**src/rtl/relogio_pkg.sv**
```systemverilog
`default_nettype none
// ============================================================================
//  Module      : relogio_pkg
//  Description : Shared types and constants for the two-digit BCD clock
//                blocks (00..59 up-counter and 59..00 countdown timer).
//  Revision    : 1.0 - initial release
// ============================================================================
package relogio_pkg;

    // Digit widths shared by every block that drives the two-digit display
    localparam int DEZ_W = 3;
    localparam int UNI_W = 4;

    // Largest legal value of each digit
    localparam logic [DEZ_W-1:0] MAX_DEZ = 3'd5;
    localparam logic [UNI_W-1:0] MAX_UNI = 4'd9;

    // Countdown timer control states
    typedef enum logic [1:0] {
        IDLE   = 2'd0,
        RUN    = 2'd1,
        PAUSED = 2'd2,
        DONE   = 2'd3
    } cd_state_t;

    // Saturate a tens digit to MAX_DEZ (out-of-range values clamp, never wrap)
    function automatic logic [DEZ_W-1:0] clamp_dez(input logic [DEZ_W-1:0] d);
        return (d > MAX_DEZ) ? MAX_DEZ : d;
    endfunction

    // Saturate a units digit to MAX_UNI
    function automatic logic [UNI_W-1:0] clamp_uni(input logic [UNI_W-1:0] u);
        return (u > MAX_UNI) ? MAX_UNI : u;
    endfunction

endpackage
`default_nettype wire

```
**src/rtl/countdown_timer_tick_gen.sv**
```systemverilog
`default_nettype none
// ============================================================================
//  Module      : tick_gen
//  Description : Count-step prescaler. While enabled it counts 0..TICK_DIV-1
//                and flags the terminal count as a tick; clr restarts the
//                phase, and dropping en freezes it so a resume keeps the
//                residual phase.
//  Revision    : 1.0 - initial release
// ============================================================================
module tick_gen #(
    parameter int TICK_DIV = 1
) (
    input  logic clk,
    input  logic rst,
    input  logic clr,
    input  logic en,
    output logic tick
);

    localparam int              CNT_W = (TICK_DIV > 1) ? $clog2(TICK_DIV) : 1;
    localparam logic [CNT_W-1:0] LAST = CNT_W'(TICK_DIV - 1);

    logic [CNT_W-1:0] r_cnt;

    // Tick only fires on the terminal phase of an enabled cycle
    assign tick = en && (r_cnt == LAST);

    // Phase counter: cleared by reset/clr, advances only while enabled
    always_ff @(posedge clk) begin
        if (rst || clr) begin
            r_cnt <= '0;
        end else if (en) begin
            if (r_cnt == LAST) begin
                r_cnt <= '0;
            end else begin
                r_cnt <= r_cnt + CNT_W'(1);
            end
        end
    end

endmodule
`default_nettype wire

```
**src/rtl/countdown_timer.sv**
```systemverilog
`default_nettype none
// ============================================================================
//  Module      : countdown_timer
//  Description : Two-digit BCD countdown timer 59..00 with load, start/pause
//                control, clock prescaler and a one-cycle done pulse.
//                Output format (dez/uni) matches the 00..59 up-counter.
//  Revision    : 1.0 - initial release
// ============================================================================
module countdown_timer
    import relogio_pkg::*;
#(
    parameter int TICK_DIV = 1
) (
    input  logic             clk,
    input  logic             rst,
    input  logic             load,
    input  logic [DEZ_W-1:0] load_dez,
    input  logic [UNI_W-1:0] load_uni,
    input  logic             start,
    input  logic             pause,
    output logic [DEZ_W-1:0] dez,
    output logic [UNI_W-1:0] uni,
    output logic             running,
    output logic             done
);

    cd_state_t        r_state;
    cd_state_t        w_state_nxt;
    logic [DEZ_W-1:0] r_dez;
    logic [DEZ_W-1:0] w_dez_nxt;
    logic [UNI_W-1:0] r_uni;
    logic [UNI_W-1:0] w_uni_nxt;
    logic             r_done;
    logic             w_done_nxt;

    logic             w_zero;
    logic             w_start_ok;
    logic             w_en;
    logic             w_clr;
    logic             w_tick;

    assign w_zero = (r_dez == '0) && (r_uni == '0);

    // An asserted pause always outranks start, so start acts only without it
    assign w_start_ok = start && !pause && !w_zero &&
                        ((r_state == IDLE) || (r_state == PAUSED));

    // Prescaler runs only on RUN cycles that are not overridden by load/pause
    assign w_en  = (r_state == RUN) && !load && !pause;

    // Load always restarts the phase; a fresh start from IDLE does too,
    // while resuming from PAUSED keeps the residual phase
    assign w_clr = load || (w_start_ok && (r_state == IDLE));

    tick_gen #(
        .TICK_DIV (TICK_DIV)
    ) u_tick_gen (
        .clk  (clk),
        .rst  (rst),
        .clr  (w_clr),
        .en   (w_en),
        .tick (w_tick)
    );

    // Next-state, BCD borrow and done-pulse decode (load > pause > start)
    always_comb begin
        w_state_nxt = r_state;
        w_dez_nxt   = r_dez;
        w_uni_nxt   = r_uni;
        w_done_nxt  = 1'b0;

        if (load) begin
            w_state_nxt = IDLE;
            w_dez_nxt   = clamp_dez(load_dez);
            w_uni_nxt   = clamp_uni(load_uni);
        end else if (pause) begin
            if (r_state == RUN) begin
                w_state_nxt = PAUSED;
            end
        end else begin
            case (r_state)
                IDLE, PAUSED: begin
                    if (w_start_ok) begin
                        w_state_nxt = RUN;
                    end
                end
                RUN: begin
                    if (w_tick) begin
                        if (r_uni != '0) begin
                            w_uni_nxt = r_uni - UNI_W'(1);
                        end else begin
                            w_uni_nxt = MAX_UNI;
                            w_dez_nxt = r_dez - DEZ_W'(1);
                        end
                        // Only 01 -> 00 can land on zero
                        if ((r_dez == '0) && (r_uni == UNI_W'(1))) begin
                            w_state_nxt = DONE;
                            w_done_nxt  = 1'b1;
                        end
                    end
                end
                DONE: begin
                    w_state_nxt = DONE;
                end
                default: begin
                    w_state_nxt = IDLE;
                end
            endcase
        end
    end

    // State, count and done registers
    always_ff @(posedge clk) begin
        if (rst) begin
            r_state <= IDLE;
            r_dez   <= '0;
            r_uni   <= '0;
            r_done  <= 1'b0;
        end else begin
            r_state <= w_state_nxt;
            r_dez   <= w_dez_nxt;
            r_uni   <= w_uni_nxt;
            r_done  <= w_done_nxt;
        end
    end

    assign dez     = r_dez;
    assign uni     = r_uni;
    assign done    = r_done;
    assign running = (r_state == RUN);

endmodule
`default_nettype wire

```
**config.mk**
```make
export PLATFORM = sky130hd
export DESIGN_NAME = countdown_timer
export DESIGN_NICKNAME = d
export VERILOG_FILES = /design/src/rtl/relogio_pkg.sv /design/src/rtl/countdown_timer_tick_gen.sv /design/src/rtl/countdown_timer.sv
export SDC_FILE = /design/constraint.sdc
export NUM_CORES = 1
export LEC_CHECK = 0
export CAP_MARGIN = 5
export CORE_MARGIN = 3
export CORE_UTILIZATION = 38
export CTS_CLUSTER_SIZE = 28
export DETAILED_ROUTE_END_ITERATION = 12
export PLACE_DENSITY = 0.79
export SLEW_MARGIN = 20
export SYNTH_ARGS = -nofsm -noshare
export SYNTH_HDL_FRONTEND = slang
export SYNTH_SLANG_ARGS = --single-unit
```
**constraint.sdc**
```tcl
create_clock -name clk -period 1.46 [get_ports clk]
set_input_delay 0.292 -clock clk [delete_from_list [all_inputs] [get_ports clk]]
set_output_delay 0.292 -clock clk [all_outputs]
set_load 0.05 [all_outputs]
```
## After elaboration in Yosys (flattened, before gate mapping)

Index checks and enable logic that the tools add are counted.

| storage, ports and cells | value |
|---|---|
| latch bits | 0 |
| memory bits (writable) | 0 |
| word-level logic and storage cells | 70 |
| bits of input ports | 12 |
| output and inout port bits | 9 |
| memory bits (read-only) | 0 |
| memories | 0 |
| flip-flop bits (word level) | 11 |

| cells by class | value |
|---|---|
| mux-type cells | 20 |
| $lt $le $gt $ge | 2 |
| add/sub/neg operators | 3 |
| eq/ne operators | 10 |
| bitwise logic cells | 3 |
| reductions and logical operators | 27 |
| shift operators | 0 |
| multipliers | 0 |
| div/mod/pow operators | 0 |

Operators by type and width:

| cell | number |
|---|---|
| two-way mux 4 bit | 6 |
| two-way mux 3 bit | 6 |
| two-way mux 2 bit | 5 |
| logical AND 1 bit | 9 |
| AND reduction 4 bit | 2 |
| inequality test 3 x 2 -> 1 bit, second input constant | 2 |
| case mux 2 bit (3 select lines) | 1 |
| OR reduction 5 bit | 1 |
| equality test 2 bit, second input constant | 2 |
| equality test 4 x 1 -> 1 bit, second input constant | 1 |
| greater-than comparator 4 bit, second input constant | 1 |
| zero test 4 bit | 1 |
| inequality test 2 bit, second input constant | 2 |
| nonzero test 2 bit | 2 |
| nonzero test 4 bit | 1 |
| OR reduction 2 bit | 2 |
| subtractor 4 x 1 -> 4 bit, second input constant | 1 |
| greater-than comparator 3 bit, second input constant | 1 |
| zero test 1 bit | 3 |
| zero test 3 bit | 1 |
| logical OR 1 bit | 3 |
| inequality test 3 bit, second input constant | 1 |
| inverter 1 bit | 3 |
| AND reduction 3 bit | 1 |
| 6 further kinds | 7 |

## Logic depth before layout (Yosys ltp)

Gate-level depths: netlist of run 1.

| logic depth | value |
|---|---|
| depth after elaboration | 8 |
| mapped depth | 6 |
| mapped depth without buffers | 6 |

## Hierarchy

From an unflattened synthesis of run 1, not the netlist that was laid out.

| unflattened totals | value |
|---|---|
| cell total of the unflattened synthesis | 78 |
| area, all modules | 649.4 sq um |

Modules (own cells, without submodules):

| module | area an instance (sq um) | times used | seq. area each (sq um) | cells each |
|---|---|---|---|---|
| countdown_timer | 641.9 | 1 | 200.2 | 77 |
| tick_gen | 7.5 | 1 | 0.0 | 1 |

## Least setup slack after synthesis of run 1

OpenSTA, ideal clock, no wires.

| timing path | value |
|---|---|
| path type | reg-to-reg |
| from | register r_dez[0], in the netlist dez[0] |
| to | register r_state[1] |
| setup time | 0.133 ns |
| stages on the path, launching flop included | 7 |
| arrival time | 1.747 ns |
| slack | -0.420 ns |
| clock period less this slack | 1.880 ns |
| required time | 1.327 ns |
| cell sequence | dfxtp_1 > inv_1 > ha_1 > ha_1 > nor4b_1 > a2111oi_0 > nor3_1 |

| on the way | value |
|---|---|
| word-level cells in the longest chain between the ends | 7 |

RTL lines:

| element | line | source |
|---|---|---|
| from (decl) | countdown_timer.sv:29 | `logic [DEZ_W-1:0] r_dez;` |
| from (signal assigned) | countdown_timer.sv:121 | `r_dez <= w_dez_nxt;` |
| zero test 3 bit (*) | countdown_timer.sv:42, countdown_timer.sv:96 |  |
| logical AND 1 bit | countdown_timer.sv:42 | `assign w_zero = (r_dez == '0) && (r_uni == '0);` |
| zero test 1 bit | countdown_timer.sv:45 | `assign w_start_ok = start && !pause && !w_zero &&` |
| logical AND 1 bit (2 in a row) | countdown_timer.sv:45 |  |
| inequality test 3 bit (no line) | -- |  |
| AND reduction 4 bit (no line) (*) | -- |  |
| to (signal assigned) | countdown_timer.sv:120 | `r_state <= w_state_nxt;` |
| to (decl) | countdown_timer.sv:27 | `cd_state_t r_state;` |

Every way passes the cells marked *; elsewhere a longest branch is shown, timed or not.
A chain may end at the register's enable or synchronous reset.

## Worst setup path in the final report of run 1

| timing path | value |
|---|---|
| from | register r_state[1] |
| to | register r_uni[1], in the netlist uni[1] |

| on the way | value |
|---|---|
| word-level cells in the longest chain between the ends | 6 |

RTL lines:

| element | line | source |
|---|---|---|
| equality test 2 x 1 -> 1 bit (*) | countdown_timer.sv:49, countdown_timer.sv:81 |  |
| logical AND 1 bit (2 in a row) | countdown_timer.sv:49 | `assign w_en = (r_state == RUN) && !load && !pause;` |
| logical AND 1 bit | countdown_timer_tick_gen.sv:26 | `assign tick = en && (r_cnt == LAST);` |
| nonzero test 2 bit (no line) | -- |  |
| AND reduction 3 bit (no line) (*) | -- |  |
| to (signal assigned) | countdown_timer.sv:122 | `r_uni <= w_uni_nxt;` |
| to (decl) | countdown_timer.sv:31 | `logic [UNI_W-1:0] r_uni;` |

Marks and branches as above.

==> results.md, run 1 <==
* Failing checks: negative setup slack
* Starting Density at between 40 and 50%
* Initial antenna violation count at 0
* # Post-CTS Setup Buffers at 0
* Max-slew violations at 0
* Number of flops mapped to enable cells by yosys at 0
* Met2 Wirelength at a little under 900 microns
* TritonCTS clock tree: done
* Worst EP required at 1.65 ns
* Fraction of registers with async set/reset at 0%
* FP Rows at 13
* Syn_nets at 82
* CTS Buf Count at 3
* Area post-placement at 1040 sq um
* Gpl congestion at 0.811
* H-tree Lvls at 1
* CP Class: flip-flop to flip-flop
* Vias in the first global route at 672
* Arr. time, crit path at 1.71 ns
* CTS Buffer Depth at 2
* M1 WL at 780 microns
* Slew @ Worst Pin at around 0.32 ns
* Top FF cell, synth: dfxtp_1
* Max Cap Violations at 0
* GRT Overall Usage at about a fifth
* Worst r2r path cells at 3
* First-pass GRT wire length at 2.93 mm
* PortBufs at 20
* Pwr Density at roughly 760 nW/um^2
* Chip Width at ~45 microns
* Crit path max fanout at 2
* Final setup violating endpoints at 1
* Via count at 706
* Crit end category: flip-flop
* Hold WS at 0.597 ns
* Die H at ~45 microns
* Post-route cell area at 1110 sq um
* Worst VDD drop at 0.000503 V
* Unrepaired setup endpoints after global routing: yes
* Crit start category: flip-flop
* Final Routed Wirelength at 1.85 mm
* Finished Core Util at between 80% and 90%
* Cells after Synth at between 60 and 70
* Routed length on met3 at 138 microns
* Final number of hold-violating endpoints at 0
* Class of the worst hold path: flip-flop to flip-flop
* First-pass DRT Iterations at 4
* Via density at 5.79
* Die Area at between 2000 and 2500 sq um
* # IOs at 21
* Crit path time final at around 1.5 ns
* Final cycle utilization of the critical path at 104%
* Synth cell types at 34
* Final antenna-violating net count at 0
* Clk slew on worst S/H paths at 0.07 ns
* Mapped cell area at 584 sq um
* Hold_buf cts at 0
* Outcome: finished, violations left
* Fmax at 0.657 GHz
* Worst Skew at 0.000389 ns
* Drt drc at 0
* Core area at 1370 sq um
* Synth warnings at 0
* DP HPWL at 1.32 mm
* Largest net degree at the start of global routing at 10
* Root Buffer: clkbuf_4
* Hold Path Stages at 2
* Highest metal used: met4
* Area Growth Syn to Fin at 90.4%
* Slew HR at 78.7%
* Seq cells post-synth at 10
* Final net count at 122
* Total congestion overflow at 0
* Sequential share of the synthesized area at 34.3%
* Setup WS pre-CTS at -0.417 ns
* Leakage at 0.455 nW
* DR iter-0 viols at 18
* Worst-Skew Late Latency at 0.27 ns
* Mean post-synth cell area at 8.59 sq um
* WL per Instance at 15.2 microns
* Antenna fix cells at 0
* Final worst slack at -0.0623 ns
* # clock sinks at 10
* Share of post-route cells with drive strength above 1 at 44.9%
[synthesized netlist by cell type (2+ instances only)]
| library cell | number | share of area [%] |
|---|---|---|
| and3_1 | 2 | 2.1 |
| a211oi_1 | 2 | 2.6 |
| o31ai_1 | 3 | 3.9 |
| o21ai_0 | 3 | 2.6 |
| inv_1 | 9 | 5.8 |
| a31oi_1 | 2 | 2.1 |
| nor3_1 | 2 | 1.7 |
| a21oi_1 | 5 | 4.3 |
| dfxtp_1 | 10 | 34 |
| ha_1 | 2 | 4.3 |
| nor2_1 | 4 | 2.6 |
| and4_1 | 2 | 3.0 |
[power breakdown]
part	internal, mW	switching, mW
clock network	0.152	0.111
registers	0.285	0.0151
logic	0.145	0.133
[routing by layer]
layer / global-route usage, % / vias up
met1: 26.8 / 316
met3: 3.98 / 12
met5: 0 / -
li1: - / 343
met4: 9.94 / 0
met2: 29.1 / 35
[final cells by class]
cell class                 count  area, sq um
inverter                       9         33.8
fill                          89          254
sequential                    10          214
clock buffer                   4         36.3
multi-input combinational     47          393
tap                           15         18.8
timing repair buffer          37          417
[per-stage QoR]
stage	instances	setup TNS, ns	power [mW]
finish	122	-0.0623	0.841
global route	122	-0.248	0.883
CTS	122	-0.0449	0.830
detailed placement	118	-1.96	0.568
global placement	118	-1.69	0.563
floorplan	68	-0.144	0.423
[cells in the final DEF (no fill, tap or decap), types with 3 or more instances in the layout]
| cell | Yosys | routed |
|---|---|---|
| buf_12 | 0 | 9 |
| nor2_1 | 4 | 4 |
| a21oi_1 | 5 | 5 |
| buf_4 | 0 | 17 |
| clkbuf_4 | 0 | 3 |
| dfxtp_4 | 0 | 3 |
| inv_1 | 9 | 7 |
| clkdlybuf4s50_1 | 0 | 10 |
| o21ai_0 | 3 | 3 |
| o31ai_1 | 3 | 3 |
| dfxtp_1 | 10 | 5 |
[timing repair]
action	CTS	global route
gates resized for setup	3	7
pin swaps	2	3
setup endpoints to repair	5	4
[worst max-delay path, cell delays in order (launching register included)]
cell	delay [ns]
dfxtp_2	0.33
or4b_4	0.54
or3_4	0.38
a311oi_2	0.19
[logic make-up (layout without fill, tap and decap cells)]
kind of cell	Yosys count	count (layout)	share of synthesized area [%]
fa+ha+maj	2	2	4.28
flops	10	10	34.3
buf+inv	11	50	7.28
compound gates	22	22	26.8
simple gates	23	23	27.4
[sequential cells by signal (all words and copies together) (netlist names)]
signal   count
dez          3
done         1
r_state      2
uni          4
[worst paths after layout]
| check | slack [ns] | end | startpoint |
|---|---|---|---|
| worst max-delay path | -0.06 | uni[1]$_SDFFE_PP0P_ | r_state[1]$_SDFFE_PP0P_ |
| worst min-delay path | 0.60 | dez[2]$_SDFFE_PP0P_ | dez[2]$_SDFFE_PP0P_ |
| worst max register to register | -0.06 | uni[1]$_SDFFE_PP0P_ | r_state[1]$_SDFFE_PP0P_ |
| worst min register to register | 0.60 | dez[2]$_SDFFE_PP0P_ | dez[2]$_SDFFE_PP0P_ |
No activity file was read; power rests on OpenSTA's default activity.
==> run 2, diff against run 1 <==
CORE_AREA = 3 3 40 42   (was not set)
CORE_MARGIN = not set   (was 3)
CORE_UTILIZATION = not set   (was 38)
DIE_AREA = 0 0 43 45   (was not set)
DONT_BUFFER_PORTS = 1   (was not set)
PLACE_DENSITY = 0.65   (was 0.79)
clock period = 1.8 ns   (was 1.46 ns; I/O delays follow)
==> results.md, run 2 (same netlist as run 1, synthesis figures left out) <==
* Drt drc at 0
* Slowest CP cell: or4b_4
* Outcome: completed
* RR Endpoint: uni[1]$_SDFFE_PP0P_
* Crit end category: flip-flop
* Setup WS pre-CTS at slightly below 0.2 ns
* Max reg flops at 4
* Hold_buf cts at 0
* Final worst slack at 0.181 ns
* M2 GR Usage at 26.3%
* # clock sinks at 10
* Fmax at 0.618 GHz
* H-tree Lvls at 1
* Worst-path cell chain: or4b_4, or3_1, a311oi_2
* Die Area at 1940 sq um
* Final Routed Wirelength at 1.40 mm
* Design Power at 0.519 mW
* Area post-placement at 672 sq um
* Top delay family on crit path: simple AND/OR/NAND/NOR gates
* GRT Max-Usage Layer: met2
* Class of the worst hold path: input port to flip-flop
* Crit start category: flip-flop
* Worst Skew at 0.00250 ns
* First-pass DRT Iterations at 3
* CTS Buf Count at 3
* Worst r2r path cells at 3
* Final number of hold-violating endpoints at 0
* CP Class: flip-flop to flip-flop
* Gpl congestion at 0.785
* WL per Instance at 14.9 microns
* Finished Core Util at between 50% and 60%
* Pwr Density at 748 nW/um^2
* Leakage at 0.278 nW
* Max Cap Violations at 0
* Final antenna-violating net count at 0
* Hold Path Stages at 1
* CTS resizes at 0
* Clk slew on worst S/H paths at 0.06 ns
* DR iter-0 viols at 11
* Starting Density at 45.5%
* DP HPWL at 1.06 mm
* TNS Setup at 0 ns
* Total congestion overflow at 0
* Share of post-route cells with drive strength above 1 at 26.6%
* Via density at approximately 6
* Min-delay src: rst
* Final net count at 95
* Inst Count DP at 91
* Post-Layout Cell Count at 94
* # IOs at 21
* Critical Path Max Stage Delay at 0.57 ns
* Unrepaired setup endpoints after global routing: no
* Crit path max fanout at 7
* Via count at 565
* FP Rows at 13
* CTS Buffer Depth at 2
* TritonCTS clock tree: done
* Hold Path End: uni[1]$_SDFFE_PP0P_
* Area Growth Syn to Fin at 18.8%
* Core area at around 1300 sq um
* Worst-Skew Late Latency at around 0.26 ns
* Fill cells at roughly 130
* Commonest non-fill, non-tap cell in the layout: buf_4
* GRT met1 Usage at 17.8%
* Vias in the first global route at between 400 and 500
* Max-slew violations at 0
* First-pass GRT wire length at 2.20 mm
* Final setup violating endpoints at 0
* Worst EP required at 1.98 ns
* Arr. time, crit path at between 1.5 and 2 ns
* Slew @ Worst Pin at around 0.47 ns
* Worst Path Buf+Inv at 0
* GRT Overall Usage at 15.4%
* Final cycle utilization of the critical path at about nine tenths
* Slew HR at roughly two thirds
* Post-route cell area at 694 sq um
* Initial antenna violation count at 0
* Antenna fix cells at 0
* FF-to-FF Start: r_state[1]$_SDFFE_PP0P_
* Crit path time final at 1.62 ns
* Hold WS at ~0.16 ns
* Worst VDD drop at 0.000364 V
* Chip Width at 43 microns
* Root Buffer: clkbuf_4
* # Post-CTS Setup Buffers at 0
* Die H at 45 microns
* PortBufs at 0
* Most frequent cells in the layout: 10 x buf_4, 9 x inv_1, 8 x dfxtp_1
* Setup slack, reg-to-reg at 0.18 ns
* Largest net degree at the start of global routing at 11
* Met3 Track Usage GR at about 3.2%
[run 2: cell count changes in the layout (fill, tap and decap cells not counted), sizes merged]
cell / change
buf: -16
clkdlybuf4s50: -10
clkbuf: -1
dlygate4sd2: -1
[run 2: how the worst max path moves through the flow]
stage,startpoint,to,cells after the start
2_1_floorplan,uni[0]$_SDFFE_PP0P_,uni[1]$_SDFFE_PP0P_,3
3_3_place_gp,r_state[1]$_SDFFE_PP0P_,uni[1]$_SDFFE_PP0P_,3
3_5_place_dp,dez[0]$_SDFFE_PP0P_,r_state[1]$_SDFFE_PP0P_,6
4_1_cts,r_state[1]$_SDFFE_PP0P_,uni[1]$_SDFFE_PP0P_,3
5_1_grt,dez[0]$_SDFFE_PP0P_,r_state[1]$_SDFFE_PP0P_,6
6_report,r_state[1]$_SDFFE_PP0P_,uni[1]$_SDFFE_PP0P_,3
[run 2: metal layers]
metal  part of all wire, %  vias up
li1                      -      285
met1                    46      257
met2                    46       19
met3                   5.8        4
met4                   1.6        0
met5                     0        -
[run 2: area by class of cell]
type | count | area, sq um | share of cell area (%)
Multi-Input combinational cell | 47 | 342 | 49.2
Clock buffer | 3 | 22.5 | 3.24
Timing Repair Buffer | 10 | 75.1 | 10.8
Inverter | 9 | 33.8 | 4.86
Sequential cell | 10 | 203 | 29.2
Tap cell | 15 | 18.8 | 2.70
[run 2: worst register-to-register path: stages (launching register included)]
cell      delay, ns
dfxtp_1        0.37
or4b_4         0.57
or3_1          0.37
a311oi_2       0.23
[run 2: report_power, final]
group / switching [mW] / total (mW) / internal [mW]
sequential: 0.0104 / 0.243 / 0.233
combinational: 0.0780 / 0.123 / 0.0453
clock: 0.0757 / 0.153 / 0.0772
==> variant 1, RTL diff (flow settings as in run 2) <==
Register the input `load` before use, cleared by the reset. The logic sees it one clock later. The other inputs are not delayed to match. Comments in the files are not updated.
--- a/src/rtl/countdown_timer.sv
+++ b/src/rtl/countdown_timer.sv
@@ -25,4 +25,14 @@
 );
 
+    logic load_q;
+
+    always_ff @(posedge clk) begin
+        if (rst) begin
+            load_q <= '0;
+        end else begin
+            load_q <= load;
+        end
+    end
+
     cd_state_t        r_state;
     cd_state_t        w_state_nxt;
@@ -47,9 +57,9 @@
 
     // Prescaler runs only on RUN cycles that are not overridden by load/pause
-    assign w_en  = (r_state == RUN) && !load && !pause;
+    assign w_en  = (r_state == RUN) && !load_q && !pause;
 
     // Load always restarts the phase; a fresh start from IDLE does too,
     // while resuming from PAUSED keeps the residual phase
-    assign w_clr = load || (w_start_ok && (r_state == IDLE));
+    assign w_clr = load_q || (w_start_ok && (r_state == IDLE));
 
     tick_gen #(
@@ -70,5 +80,5 @@
         w_done_nxt  = 1'b0;
 
-        if (load) begin
+        if (load_q) begin
             w_state_nxt = IDLE;
             w_dez_nxt   = clamp_dez(load_dez);
Formal check against the unedited RTL: not equivalent (Yosys sat finds a counterexample within 4 cycles, from zero or initial values and one cycle with rst high).
==> variant 1 against run 2 <==
Sequential cell count grew 1. Synthesized cell count grew 5.9%. Critical endpoint is now r_state[1]. Critical path type unchanged. Worst setup slack gained 88 ps. Count of clock-buffer cells in the layout grew 1. Design area grew 5.6%. Clock skew shrank 0.73 ps. Wire length grew 4.6%. Total power grew 11%. Non-clock buffer count shrank 2. Area after synthesis grew 8.6%.
==> variant 1: results (changes against run 2) <==
| Metric | Value |
|---|---|
| Result of the run | completed |
| Max incr delay on CP | 400 ps (-170 ps) |
| Crit path arrival time | 1680 ps (-120 ps) |
| Power dissipated in combinational cells | 131 uW (+7%) |
| Final WL | 1470 um (+4.6%) |
| Routed via count | 599 (+6.0%) |
| Sequential cell fraction of total power | 0.470 (+0.002) |
| Highest-delay cell along the critical path | a2111oi_0 |
| Routability-driven placement congestion ratio | 0.774 (-1.5%) |
| Capture instance of the worst register-to-register path | r_state[1] |
| Family with the most delay on the worst path | compound AO/OA/AOI/OAI gates |
| Highest routing layer actually used | met4 |
| Via count of the first global-routing pass | 556 (+12%) |
| Leakage power summed over all cells | 0.000269 uW (-3.2%) |
| CTS clock-pin slew for the worst setup and hold paths | ~70 ps |
| Area of all sequential standard cells | 223 um^2 (+9.9%) |
| WL met2 | 619 um (-4.2%) |
| Mean instance size in the synthesized netlist | 8.81 um^2 (+2.5%) |
| Synthesized netlist net count | 86 (+4.9%) |
| Leading cell types by total area after synthesis | dfxtp_1 (35%), inv_1 (5.3%), a311oi_1 (4.1%) |
| Worst-skew pair later-pin latency | 280 ps (+20 ps) |
| Total routed wire length on the met1 layer | 673 um (+3.4%) |
| Sequential cell power | 271 uW (+12%) |
| Reg-to-reg setup timing slack | 270 ps (+90 ps) |
| Max-Slew Margin vs Limit | 0.684 (-0.00248) |
| Seq/Total Area, Yosys | 0.347 (+0.00453) |
| First DRT Iteration DRCs | 12 (+1) |
| Post-synth top cells | dfxtp_1 (11), inv_1 (9), nor2_1 (5) |
| Largest driver fanout on the critical path | 2 (-5) |
| Cell count after placement | 93 (+2.2%) |
| Maximum number of pins on one net before global-route repair | 10 (-1) |
| Met3 track demand over resource | 0.0398 (+0.00797) |
| Worst VDD drop | 384 uV (+5.4%) |
| Global-route wire length before repair | 2340 um (+6.3%) |
| Placed cell areas | 707 um^2 (+5.2%) |
| Filler Cell Count | 117 (-11%) |
| Net count of the finished layout | 97 (+2.1%) |
| Fraction of layout instances using a drive strength above 1 | 0.244 (-0.0219) |
| Average wire per cell in the routed design | 15.1 um (+1.4%) |
| Distinct cells, synth | 33 (-2.9%) |
| Met2 capacity usage during global routing | 0.237 (-0.0269) |
| Internal portion of total power | 392 uW (+10%) |
| Half-perimeter wire length after detailed placement | 1090 um (+3.0%) |
| Met1 track demand over resource | 0.210 (+0.0317) |
| Number of optimization iterations in the first detailed-route pass | 4 (+1) |
| Worst Hold Margin | 144 ps (-13.5 ps) |
| Hold path endpoint | dez[0] |
| Launch instance of the worst register-to-register path | dez[0] |
| Overall routing resource usage | 0.161 (+0.00753) |
| Initial antenna violation count | 0 (unchanged) |
## variant 1: cell type report
| type | instances | share of cell area |
|---|---|---|
| well taps | 15 | 0.0256 |
| clock buffers | 4 | 0.0358 |
| flip-flops and latches | 11 | 0.304 |
| multi-input cells | 50 | 0.507 |
| inverters | 9 | 0.0461 |
| repair buffers | 8 | 0.0819 |
## variant 1: cell families (layout without fill, tap and decap cells)
logic type                 Yosys count  in the layout  synth area share
adders and majority gates            2              2            0.0394
and+or+nand+nor                     27             27             0.288
buffers and inverters               11             21            0.0670
AOI/OAI and AO/OA                   21             21             0.258
DFF                                 11             11             0.347
## variant 1: worst max-delay path by stage
stage	from	endpoint	slack (ps)	cells past startpoint
final	dez[0]	r_state[1]	270	6
after global routing	dez[0]	r_state[1]	150	6
after CTS	dez[0]	r_state[1]	280	6
after detailed placement	dez[0]	r_state[1]	280	6
after global placement	dez[0]	r_state[1]	320	6
after floorplan	dez[0]	r_state[1]	80	6
==> variant 2, RTL diff (config.mk and constraints of run 2) <==
Without the edit above. `UNI_W`: 4 -> 5.
--- a/src/rtl/relogio_pkg.sv
+++ b/src/rtl/relogio_pkg.sv
@@ -10,5 +10,5 @@
     // Digit widths shared by every block that drives the two-digit display
     localparam int DEZ_W = 3;
-    localparam int UNI_W = 4;
+    localparam int UNI_W = 5;
 
     // Largest legal value of each digit
Interface: changed (resized load_uni and uni); port bits go from 21 to 23. No check against the original RTL was run, so the function may have changed too.
==> variant 2 against run 2 <==
Critical path depth up 2. Wire length grew 8.5%. Area after synthesis up 18%. Cell count rose by 13%. Total power up 21%. Combinational power is 53% higher. Design area is 15% higher. Non-clock buffer count unchanged. Sequential cell count grew 1. First-iteration DRC count unchanged. Worst setup slack worse by 23 ps.
==> variant 2: results (changes against run 2) <==
| Metric | Value |
|---|---|
| Maximum number of pins on one net before global-route repair | 19 (+8) |
| Worst VDD drop | 388 uV (+6.4%) |
| Filler Cell Count | 118 (-11%) |
| Number of buffers between clock root and the deepest sink | 2 (unchanged) |
| Routed via count | 650 (+15%) |
| Via count of the first global-routing pass | 571 (+15%) |
| Worst Skew | 3.87 ps (+1.38 ps) |
| Synth Warn # | 0 (unchanged) |
| Min-delay src | rst |
| Hold path endpoint | uni[0] |
| Worst-case reg-to-reg path depth | 5 (+2) |
| Share of flip-flops with an asynchronous set or reset | 0 (unchanged) |
| Max incr delay on CP | 410 ps (-160 ps) |
| Distinct cells, synth | 30 (-12%) |
| Family with the most delay on the worst path | compound AO/OA/AOI/OAI gates |
| Reg-to-reg setup timing slack | 160 ps (-20 ps) |
| CTS clock-pin slew for the worst setup and hold paths | 80 ps (+20 ps) |
| Total inserted antenna cells | 0 (unchanged) |
| Worst-skew pair later-pin latency | 260 ps (about the same) |
| Overall routing resource usage | 0.169 (+0.0156) |
| Internal portion of total power | 413 uW (+16%) |
| Leakage power summed over all cells | 0.000311 uW (+12%) |
| Max reg flops | 5 (+1) |
| Highest-delay cell along the critical path | nor4b_4 |
| Cell count after placement | 102 (+12%) |
| Synthesized netlist net count | 98 (+20%) |
| Count of mapped cells out of synthesis | 80 (+18%) |
| Net count of the finished layout | 110 (+16%) |
| Worst slew pin tran | 469 ps (-1.36 ps) |
| Via/cell ratio | 6.13 (+2.0%) |
| I/O Buffers | 0 (unchanged) |
| Capture instance of the worst register-to-register path | r_state[1] |
| Result of the run | completed |
| Initial antenna violation count | 0 (unchanged) |
| Seq/Total Area, Yosys | 0.319 (-0.0232) |
| CP startpoint | uni[0] |
| Number of optimization iterations in the first detailed-route pass | 4 (+1) |
| Worst slack after detailed placement | 204 ps (+8.16 ps) |
| Leading cell types by total area after synthesis | dfxtp_1 (32%), ha_1 (9.1%), a211oi_1 (6.5%) |
| Post-synth top cells | dfxtp_1 (11), nor2_1 (7), a211oi_1 (6), inv_1 (6), nor3_1 (6) |
| Clock root cell | clkbuf_4 |
| First DRT Iteration DRCs | 11 (unchanged) |
| Number of gates resized after CTS | 0 (unchanged) |
| Final WL | 1520 um (+8.5%) |
| Global-route wire length before repair | 2480 um (+13%) |
| Half-perimeter wire length after detailed placement | 1160 um (+9.5%) |
| Routability-driven placement congestion ratio | 0.890 (+13%) |
| Fraction of layout instances using a drive strength above 1 | 0.209 (-0.0570) |
| Portion of synthesized cell area occupied by the leading cell type | 0.319 (-0.0232) |
## variant 2: logic make-up (layout without fill, tap and decap cells)
kind of cell | Yosys count | in the layout | synth area share
and+or+nand+nor | 33 | 33 | 0.305
AOI/OAI and AO/OA | 19 | 19 | 0.192
DFF | 11 | 11 | 0.319
buffers and inverters | 9 | 20 | 0.0508
adders and majority gates | 5 | 5 | 0.0907
muxes | 2 | 2 | 0.0290
xor gates and xnor gates | 1 | 1 | 0.0127
## variant 2: worst max path at each step
stage	endpoint	slack [ps]	cells after the start
finish	r_state[1]	160	5
global placement	dez[0]	250	6
detailed placement	uni[0]	200	5
global route	r_state[1]	10	5
floorplan	dez[2]	150	6
CTS	dez[0]	170	6
## variant 2: stage by stage
stage               hold WS (ps)  area, um^2   util  power [uW]
finish                       159         800  0.622         627
global route                 139         800  0.622         669
CTS                          152         800  0.622         631
detailed placement           432         773  0.602         463
global placement             431         773  0.602         461
floorplan                    429         692      -         426
## variant 2: routing by layer
metal	global-route usage	up-vias	part of all wire
li1	-	318	-
met1	0.223	304	0.48
met2	0.243	24	0.42
met3	0.0637	4	0.081
met4	0.0843	0	0.0099
met5	0	-	0
## variant 2: power groups by stage
stage	clock network, uW	logic [uW]	registers, uW
after global routing	191	206	272
after CTS	173	188	270
after floorplan	0	100	326
after global placement	0	186	275
final	169	188	270
after detailed placement	0	188	275
## variant 2: layout make-up
| type | instances | area [um^2] | share of cell area |
|---|---|---|---|
| inverters | 6 | 22.5 | 0.0282 |
| flip-flops and latches | 11 | 223 | 0.279 |
| well taps | 15 | 18.8 | 0.0235 |
| repair buffers | 10 | 75.1 | 0.0939 |
| clock buffers | 4 | 26.3 | 0.0329 |
| multi-input cells | 60 | 434 | 0.543 |
